<file path="config.mk">
export PLATFORM = sky130hd
export DESIGN_NAME = barrel_shifter_pipe
export DESIGN_NICKNAME = d
export VERILOG_FILES = /design/src/rtl/barrel_shifter_pipe_pkg.sv /design/src/rtl/barrel_shifter_pipe_shift_stage.sv /design/src/rtl/barrel_shifter_pipe.sv
export SDC_FILE = /design/constraint.sdc
export NUM_CORES = 1
export LEC_CHECK = 0
export CAP_MARGIN = 40
export CORE_MARGIN = 2
export CORE_UTILIZATION = 59
export CTS_BUF_LIST = sky130_fd_sc_hd__clkbuf_16
export DETAILED_ROUTE_END_ITERATION = 10
export PLACE_DENSITY_LB_ADDON = 0.25
export SLEW_MARGIN = 10
export SYNTH_ARGS = -nofsm -noshare
export SYNTH_HDL_FRONTEND = slang
export SYNTH_SLANG_ARGS = --single-unit
export TNS_END_PERCENT = 20
</file>
<file path="constraint.sdc">
create_clock -name clk -period 2.3 [get_ports clk]
set_clock_uncertainty 0.05 [all_clocks]
set_input_delay 0.46 -clock clk [delete_from_list [all_inputs] [get_ports clk]]
set_output_delay 0.46 -clock clk [all_outputs]
set_load 0.03 [all_outputs]
</file>
<file path="src/rtl/barrel_shifter_pipe_pkg.sv">
// Shared definitions for the pipelined barrel shifter: mode encodings and
// a helper that flags the reserved mode codes.
package barrel_shifter_pipe_pkg;

  localparam int MODE_W = 3;

  typedef enum logic [MODE_W-1:0] {
    MODE_SLL = 3'b000,
    MODE_SRL = 3'b001,
    MODE_SRA = 3'b010,
    MODE_ROL = 3'b011,
    MODE_ROR = 3'b100
  } mode_e;

  // Codes above ROR carry no shift meaning; the data is passed through untouched.
  function automatic logic is_reserved(input logic [MODE_W-1:0] mode);
    return (mode > 3'b100);
  endfunction

endpackage : barrel_shifter_pipe_pkg

</file>
<file path="src/rtl/barrel_shifter_pipe_shift_stage.sv">
// One pipeline slice of the barrel shifter: a fixed shift by STEP (applied
// when the matching shift-amount bit is set) followed by a valid/ready
// register slice that carries data and all control with the item.
module shift_stage
  import barrel_shifter_pipe_pkg::*;
#(
  parameter int WIDTH = 32,
  parameter int TAG_W = 4,
  parameter int STEP  = 1,
  parameter int SHW   = $clog2(WIDTH)
) (
  input  logic              clk,
  input  logic              rst,
  // upstream side
  input  logic              up_valid,
  output logic              up_ready,
  input  logic [WIDTH-1:0]  up_data,
  input  logic [SHW-1:0]    up_shamt,
  input  logic [MODE_W-1:0] up_mode,
  input  logic [TAG_W-1:0]  up_tag,
  input  logic              up_err,
  // downstream side
  input  logic              dn_ready,
  output logic              dn_valid,
  output logic [WIDTH-1:0]  dn_data,
  output logic [SHW-1:0]    dn_shamt,
  output logic [MODE_W-1:0] dn_mode,
  output logic [TAG_W-1:0]  dn_tag,
  output logic              dn_err
);

  // Shift-amount bit that enables this stage.
  localparam int BIT = $clog2(STEP);

  logic              valid_q, valid_d;
  logic [WIDTH-1:0]  data_q,  data_d;
  logic [SHW-1:0]    shamt_q, shamt_d;
  logic [MODE_W-1:0] mode_q,  mode_d;
  logic [TAG_W-1:0]  tag_q,   tag_d;
  logic              err_q,   err_d;
  logic [WIDTH-1:0]  shifted_s;

  // The slice can take a new item when empty or when its item leaves this cycle.
  assign up_ready = !valid_q || dn_ready;

  // Fixed-distance shift; direction chosen by mode, suppressed for reserved modes.
  always_comb begin
    shifted_s = up_data;
    if (up_shamt[BIT] && !up_err) begin
      case (up_mode)
        MODE_SLL: shifted_s = up_data << STEP;
        MODE_SRL: shifted_s = up_data >> STEP;
        // The MSB is still the original sign: earlier stages keep it in place.
        MODE_SRA: shifted_s = $signed(up_data) >>> STEP;
        MODE_ROL: shifted_s = (up_data << STEP) | (up_data >> (WIDTH - STEP));
        MODE_ROR: shifted_s = (up_data >> STEP) | (up_data << (WIDTH - STEP));
        default:  shifted_s = up_data;
      endcase
    end else begin
      shifted_s = up_data;
    end
  end

  // Next-state of the register slice: valid follows upstream when ready,
  // payload is captured only on a real transfer so a held item never changes.
  always_comb begin
    valid_d = valid_q;
    data_d  = data_q;
    shamt_d = shamt_q;
    mode_d  = mode_q;
    tag_d   = tag_q;
    err_d   = err_q;
    if (up_ready) begin
      valid_d = up_valid;
    end else begin
      valid_d = valid_q;
    end
    if (up_ready && up_valid) begin
      data_d  = shifted_s;
      shamt_d = up_shamt;
      mode_d  = up_mode;
      tag_d   = up_tag;
      err_d   = up_err;
    end else begin
      data_d  = data_q;
      shamt_d = shamt_q;
      mode_d  = mode_q;
      tag_d   = tag_q;
      err_d   = err_q;
    end
  end

  // Slice registers; reset empties the slice and clears the payload.
  always_ff @(posedge clk) begin
    if (rst) begin
      valid_q <= 1'b0;
      data_q  <= '0;
      shamt_q <= '0;
      mode_q  <= '0;
      tag_q   <= '0;
      err_q   <= 1'b0;
    end else begin
      valid_q <= valid_d;
      data_q  <= data_d;
      shamt_q <= shamt_d;
      mode_q  <= mode_d;
      tag_q   <= tag_d;
      err_q   <= err_d;
    end
  end

  assign dn_valid = valid_q;
  assign dn_data  = data_q;
  assign dn_shamt = shamt_q;
  assign dn_mode  = mode_q;
  assign dn_tag   = tag_q;
  assign dn_err   = err_q;

endmodule : shift_stage

</file>
<file path="src/rtl/barrel_shifter_pipe.sv">
// Fully pipelined barrel shifter: SHW chained shift_stage slices, stage k
// shifting by 2^k. One operation per clock, order preserving, with
// per-stage valid/ready so bubbles collapse under backpressure.
module barrel_shifter_pipe
  import barrel_shifter_pipe_pkg::*;
#(
  parameter int  WIDTH = 32,
  parameter int  TAG_W = 4,
  localparam int SHW   = $clog2(WIDTH)
) (
  input  logic              clk,
  input  logic              rst,
  input  logic              in_valid,
  output logic              in_ready,
  input  logic [WIDTH-1:0]  in_data,
  input  logic [SHW-1:0]    in_shamt,
  input  logic [MODE_W-1:0] in_mode,
  input  logic [TAG_W-1:0]  in_tag,
  output logic              out_valid,
  input  logic              out_ready,
  output logic [WIDTH-1:0]  out_data,
  output logic [TAG_W-1:0]  out_tag,
  output logic              out_err
);

  // Index k is the input of stage k; index SHW is the last stage's output.
  logic              valid_a [SHW+1];
  logic              rdy_a   [SHW+1];
  logic [WIDTH-1:0]  data_a  [SHW+1];
  logic [SHW-1:0]    shamt_a [SHW+1];
  logic [MODE_W-1:0] mode_a  [SHW+1];
  logic [TAG_W-1:0]  tag_a   [SHW+1];
  logic              err_a   [SHW+1];

  assign valid_a[0] = in_valid;
  assign data_a[0]  = in_data;
  assign shamt_a[0] = in_shamt;
  assign mode_a[0]  = in_mode;
  assign tag_a[0]   = in_tag;
  assign err_a[0]   = is_reserved(in_mode);

  assign rdy_a[SHW] = out_ready;
  assign in_ready   = rdy_a[0] & ~rst;

  for (genvar k = 0; k < SHW; k++) begin : g_stage
    shift_stage #(
      .WIDTH (WIDTH),
      .TAG_W (TAG_W),
      .STEP  (2**k),
      .SHW   (SHW)
    ) u_stage (
      .clk      (clk),
      .rst      (rst),
      .up_valid (valid_a[k]),
      .up_ready (rdy_a[k]),
      .up_data  (data_a[k]),
      .up_shamt (shamt_a[k]),
      .up_mode  (mode_a[k]),
      .up_tag   (tag_a[k]),
      .up_err   (err_a[k]),
      .dn_ready (rdy_a[k+1]),
      .dn_valid (valid_a[k+1]),
      .dn_data  (data_a[k+1]),
      .dn_shamt (shamt_a[k+1]),
      .dn_mode  (mode_a[k+1]),
      .dn_tag   (tag_a[k+1]),
      .dn_err   (err_a[k+1])
    );
  end

  // Outputs come straight from the last slice's registers.
  assign out_valid = valid_a[SHW];
  assign out_data  = data_a[SHW];
  assign out_tag   = tag_a[SHW];
  assign out_err   = err_a[SHW];

  // Shift amount and mode are spent once the last stage has acted.
  logic unused_ctl_s;
  assign unused_ctl_s = ^{shamt_a[SHW], mode_a[SHW]};

endmodule : barrel_shifter_pipe

</file>
==> run metrics <==
run status=finished, final reports clean; Die Y=145 um; hold violation total from the final report=0; post-synthesis net count=1478; cells after synthesis=1430; crit path launch type=flop; number of sinks handled by clock tree synthesis=212; via count of the first global-routing pass=10200; TritonCTS clock tree=built; pin count of the biggest net entering global routing=112; net total in the final layout=1480; RSZ-0062 raised after global routing=false; Switching Fraction=0.264; max capacitance violation total=0; Cell Chain, Critical Path=clkdlybuf4s50_1; clock latency at the later pin of the worst-skew pair=0.53 ns; relative slew slack=0.458; die span in x=145 um; Post-CTS Repair Setup Buffers=0; relative contribution of the clock network to total power=0.427; H-tree depth=1; synthesis-stage register bit count=212; number of synthesized flops with an enable pin=0; portion of the clock cycle consumed by the worst path in the final layout=0.949; synth unique cells=70; slew at the pin with the worst max-slew slack=0.802 ns; starting density of the core=0.600; Die Outline Area=20900 sq um; fraction of final layout cells sized beyond drive strength 1=0.113; Comb pwr share=0.118; worst-path fanout max=5; average cell area after synthesis=8.16 sq um; required time of the critical path=1.79 ns; initial antenna violation count=0; setup tns final=0 ns; antenna diode count=0; average routed wire per standard cell=19.8 um; Yosys warning total=0; upper clock frequency limit=458 MHz; initial drt markers=1097; PnR worst setup slack=0.118 ns; sequential share of the synthesized area=0.364; Post-route DRC=0; clock slew seen by the registers of the worst setup and hold paths=0.06 ns; worst setup slack after placement=0.0264 ns; area taken by flip-flops and latches=4250 sq um; P per Cell Area=643 nW/um^2; mapped cell area=11700 sq um; dominant delay contributor by cell family on the critical path=buffers and inverters; global-route wire length before repair=54100 um; cell chosen for the clock root=sky130_fd_sc_hd__clkbuf_16; Critical Path Max Stage Delay=0.71 ns; IO buf count=86; kind of capture point of the worst setup path=primary output; IO Count=87; routed vias=11400; leakage power=4.53 nW; Setup violations, final=0; worst setup path category=flop to primary output; global-route usage over all layers=0.318; net switching power=2.29 mW; layout filler cell count=1579; hold crit path type=input port to flop; DR vias/cell=6.67; last weighted congestion value of the routability-driven placer=0.981; number of nets with antenna violations after routing=0; final count of pins violating max slew=0; peak supply drop=0.000514 V; Critical path buffers and inverters=1; Worst Path Arrival=1.67 ns; standard cell with the maximum stage delay on the critical path=sky130_fd_sc_hd__clkdlybuf4s50_1; signed area change from the synthesized netlist to the final layout=15.6%; placeable core region=19500 sq um; CTS Buf Count=24; standard-cell row count=51; buffers from clock root to sink, at most=3; global route overflow=0; DRT Wirelength=33900 um; hold buffer count at cts=0; Top FF cell, synth=sky130_fd_sc_hd__dfxtp_1; sequential cell fraction of total power=0.456; Initial DRT Pass Iterations=7; placed wire-length estimate=23200 um; combined area of the multi-input logic cells=6540 sq um; post-layout min period=2.18 ns; async set-or-reset flop fraction in the synthesized netlist=0; cell-internal power=6.39 mW
==> flip-flops by register name, indices dropped and copies added (netlist names) <==
| signal | cells |
|---|---|
| g_stage.u_stage.dn_data | 160 |
| g_stage.u_stage.dn_tag | 20 |
| g_stage.u_stage.dn_mode | 12 |
| g_stage.u_stage.dn_shamt | 10 |
| g_stage.u_stage.dn_err | 5 |
| g_stage.u_stage.dn_valid | 5 |
==> path summary, 6_finish.rpt <==
path | from | to | slack, ns | depth (start not counted)
max | g_stage[4].u_stage.dn_valid | out_valid | 0.12 | 1
min reg2reg | g_stage[2].u_stage.dn_tag[1] | g_stage[3].u_stage.dn_tag[1] | 0.40 | 2
min | rst | g_stage[0].u_stage.dn_mode[1] | 0.30 | 2
max reg2reg | g_stage[2].u_stage.dn_mode[0] | g_stage[3].u_stage.dn_data[11] | 0.14 | 4
==> layout by cell type (no fill, tap or decap), types with 19 or more instances in the layout <==
master / count
sky130_fd_sc_hd__clkbuf_16: 24
sky130_fd_sc_hd__o2111ai_1: 20
sky130_fd_sc_hd__a211oi_1: 20
sky130_fd_sc_hd__a21oi_1: 76
sky130_fd_sc_hd__o21ai_0: 76
sky130_fd_sc_hd__o22ai_1: 29
sky130_fd_sc_hd__mux2_4: 20
sky130_fd_sc_hd__a31oi_1: 20
sky130_fd_sc_hd__nor2_1: 30
sky130_fd_sc_hd__nand2_1: 213
sky130_fd_sc_hd__o221ai_1: 55
sky130_fd_sc_hd__a22oi_1: 53
sky130_fd_sc_hd__and3_1: 30
sky130_fd_sc_hd__clkdlybuf4s50_1: 84
sky130_fd_sc_hd__a221oi_1: 20
sky130_fd_sc_hd__buf_4: 53
sky130_fd_sc_hd__a22o_1: 21
sky130_fd_sc_hd__dfxtp_1: 211
sky130_fd_sc_hd__nor3_1: 28
sky130_fd_sc_hd__nand3_1: 103
sky130_fd_sc_hd__o2bb2ai_1: 19
sky130_fd_sc_hd__o31ai_1: 21
==> area by class of cell <==
class | count | area share
Multi-Input combinational cell | 1029 | 0.485
Sequential cell | 212 | 0.315
Timing Repair Buffer | 155 | 0.117
Clock buffer | 24 | 0.0445
Tap cell | 265 | 0.0246
Clock inverter | 18 | 0.0121
Inverter | 10 | 0.00297
==> synthesized netlist by cell type (13+ instances only) <==
cell	number	area, sq um
sky130_fd_sc_hd__and3_1	30	188
sky130_fd_sc_hd__buf_4	33	248
sky130_fd_sc_hd__o221ai_1	55	482
sky130_fd_sc_hd__nand3b_1	14	105
sky130_fd_sc_hd__o21bai_1	13	97.6
sky130_fd_sc_hd__o2bb2ai_1	19	166
sky130_fd_sc_hd__a221oi_1	20	175
sky130_fd_sc_hd__dfxtp_1	212	4240
sky130_fd_sc_hd__clkbuf_1	95	357
sky130_fd_sc_hd__o2111ai_1	20	175
sky130_fd_sc_hd__a21oi_1	78	390
sky130_fd_sc_hd__buf_2	40	200
sky130_fd_sc_hd__nand3_1	103	515
sky130_fd_sc_hd__mux2_4	20	300
sky130_fd_sc_hd__nor2_1	30	113
sky130_fd_sc_hd__a22oi_1	53	398
sky130_fd_sc_hd__a22o_1	21	184
sky130_fd_sc_hd__a211oi_1	20	150
sky130_fd_sc_hd__o21ai_0	77	385
sky130_fd_sc_hd__mux2i_1	16	160
sky130_fd_sc_hd__a31oi_1	20	125
sky130_fd_sc_hd__o31ai_1	21	158
sky130_fd_sc_hd__nand2_1	213	800
sky130_fd_sc_hd__nor3_1	28	140
sky130_fd_sc_hd__o22ai_1	29	181
sky130_fd_sc_hd__or3_1	16	100
==> metal layers <==
metal / share of wire / track usage / wire, um / up-vias
li1: - / - / - / 5369
met1: 0.41 / 0.412 / 13800 / 5413
met2: 0.48 / 0.533 / 16300 / 528
met3: 0.068 / 0.0427 / 2290 / 110
met4: 0.043 / 0.132 / 1460 / 0
met5: 0 / 0 / 0 / -
==> power by group through the flow <==
stage / logic [mW] / clock network [mW] / registers, mW
global route: 1.10 / 3.88 / 3.97
CTS: 1.01 / 3.73 / 3.95
global placement: 0.981 / 0 / 4.03
floorplan: 0.706 / 0 / 3.96
detailed placement: 1.00 / 0 / 4.03
finish: 1.02 / 3.70 / 3.96
==> cells by family (layout without fill, tap and decap cells) <==
logic type      Yosys count  count (layout)  share of synthesized area
compound gates          493             493                      0.297
xor+xnor                  6               6                    0.00772
fa+ha+maj                10              10                    0.00858
buf+inv                 189             207                     0.0778
flops                   212             212                      0.364
mux                      48              48                     0.0510
simple gates            472             472                      0.194
==> through the flow <==
| stage | util | power (mW) | hold slack [ns] | cell area, sq um | cells |
|---|---|---|---|---|---|
| final | 0.693 | 8.68 | 0.295 | 13500 | 1713 |
| after global routing | 0.693 | 8.96 | 0.316 | 13500 | 1713 |
| after CTS | 0.693 | 8.69 | 0.281 | 13500 | 1713 |
| after detailed placement | 0.654 | 5.03 | 0.395 | 12700 | 1671 |
| after global placement | 0.653 | 5.01 | 0.390 | 12700 | 1668 |
| after floorplan | - | 4.66 | 0.382 | 11700 | 1430 |
==> what timing repair did <==
action                                 in CTS  in global routing
endpoints found under the hold margin       0                  0
setup endpoints to repair                   0                  4
resized for setup                           0                  1
(Power assumes the default switching activity.)
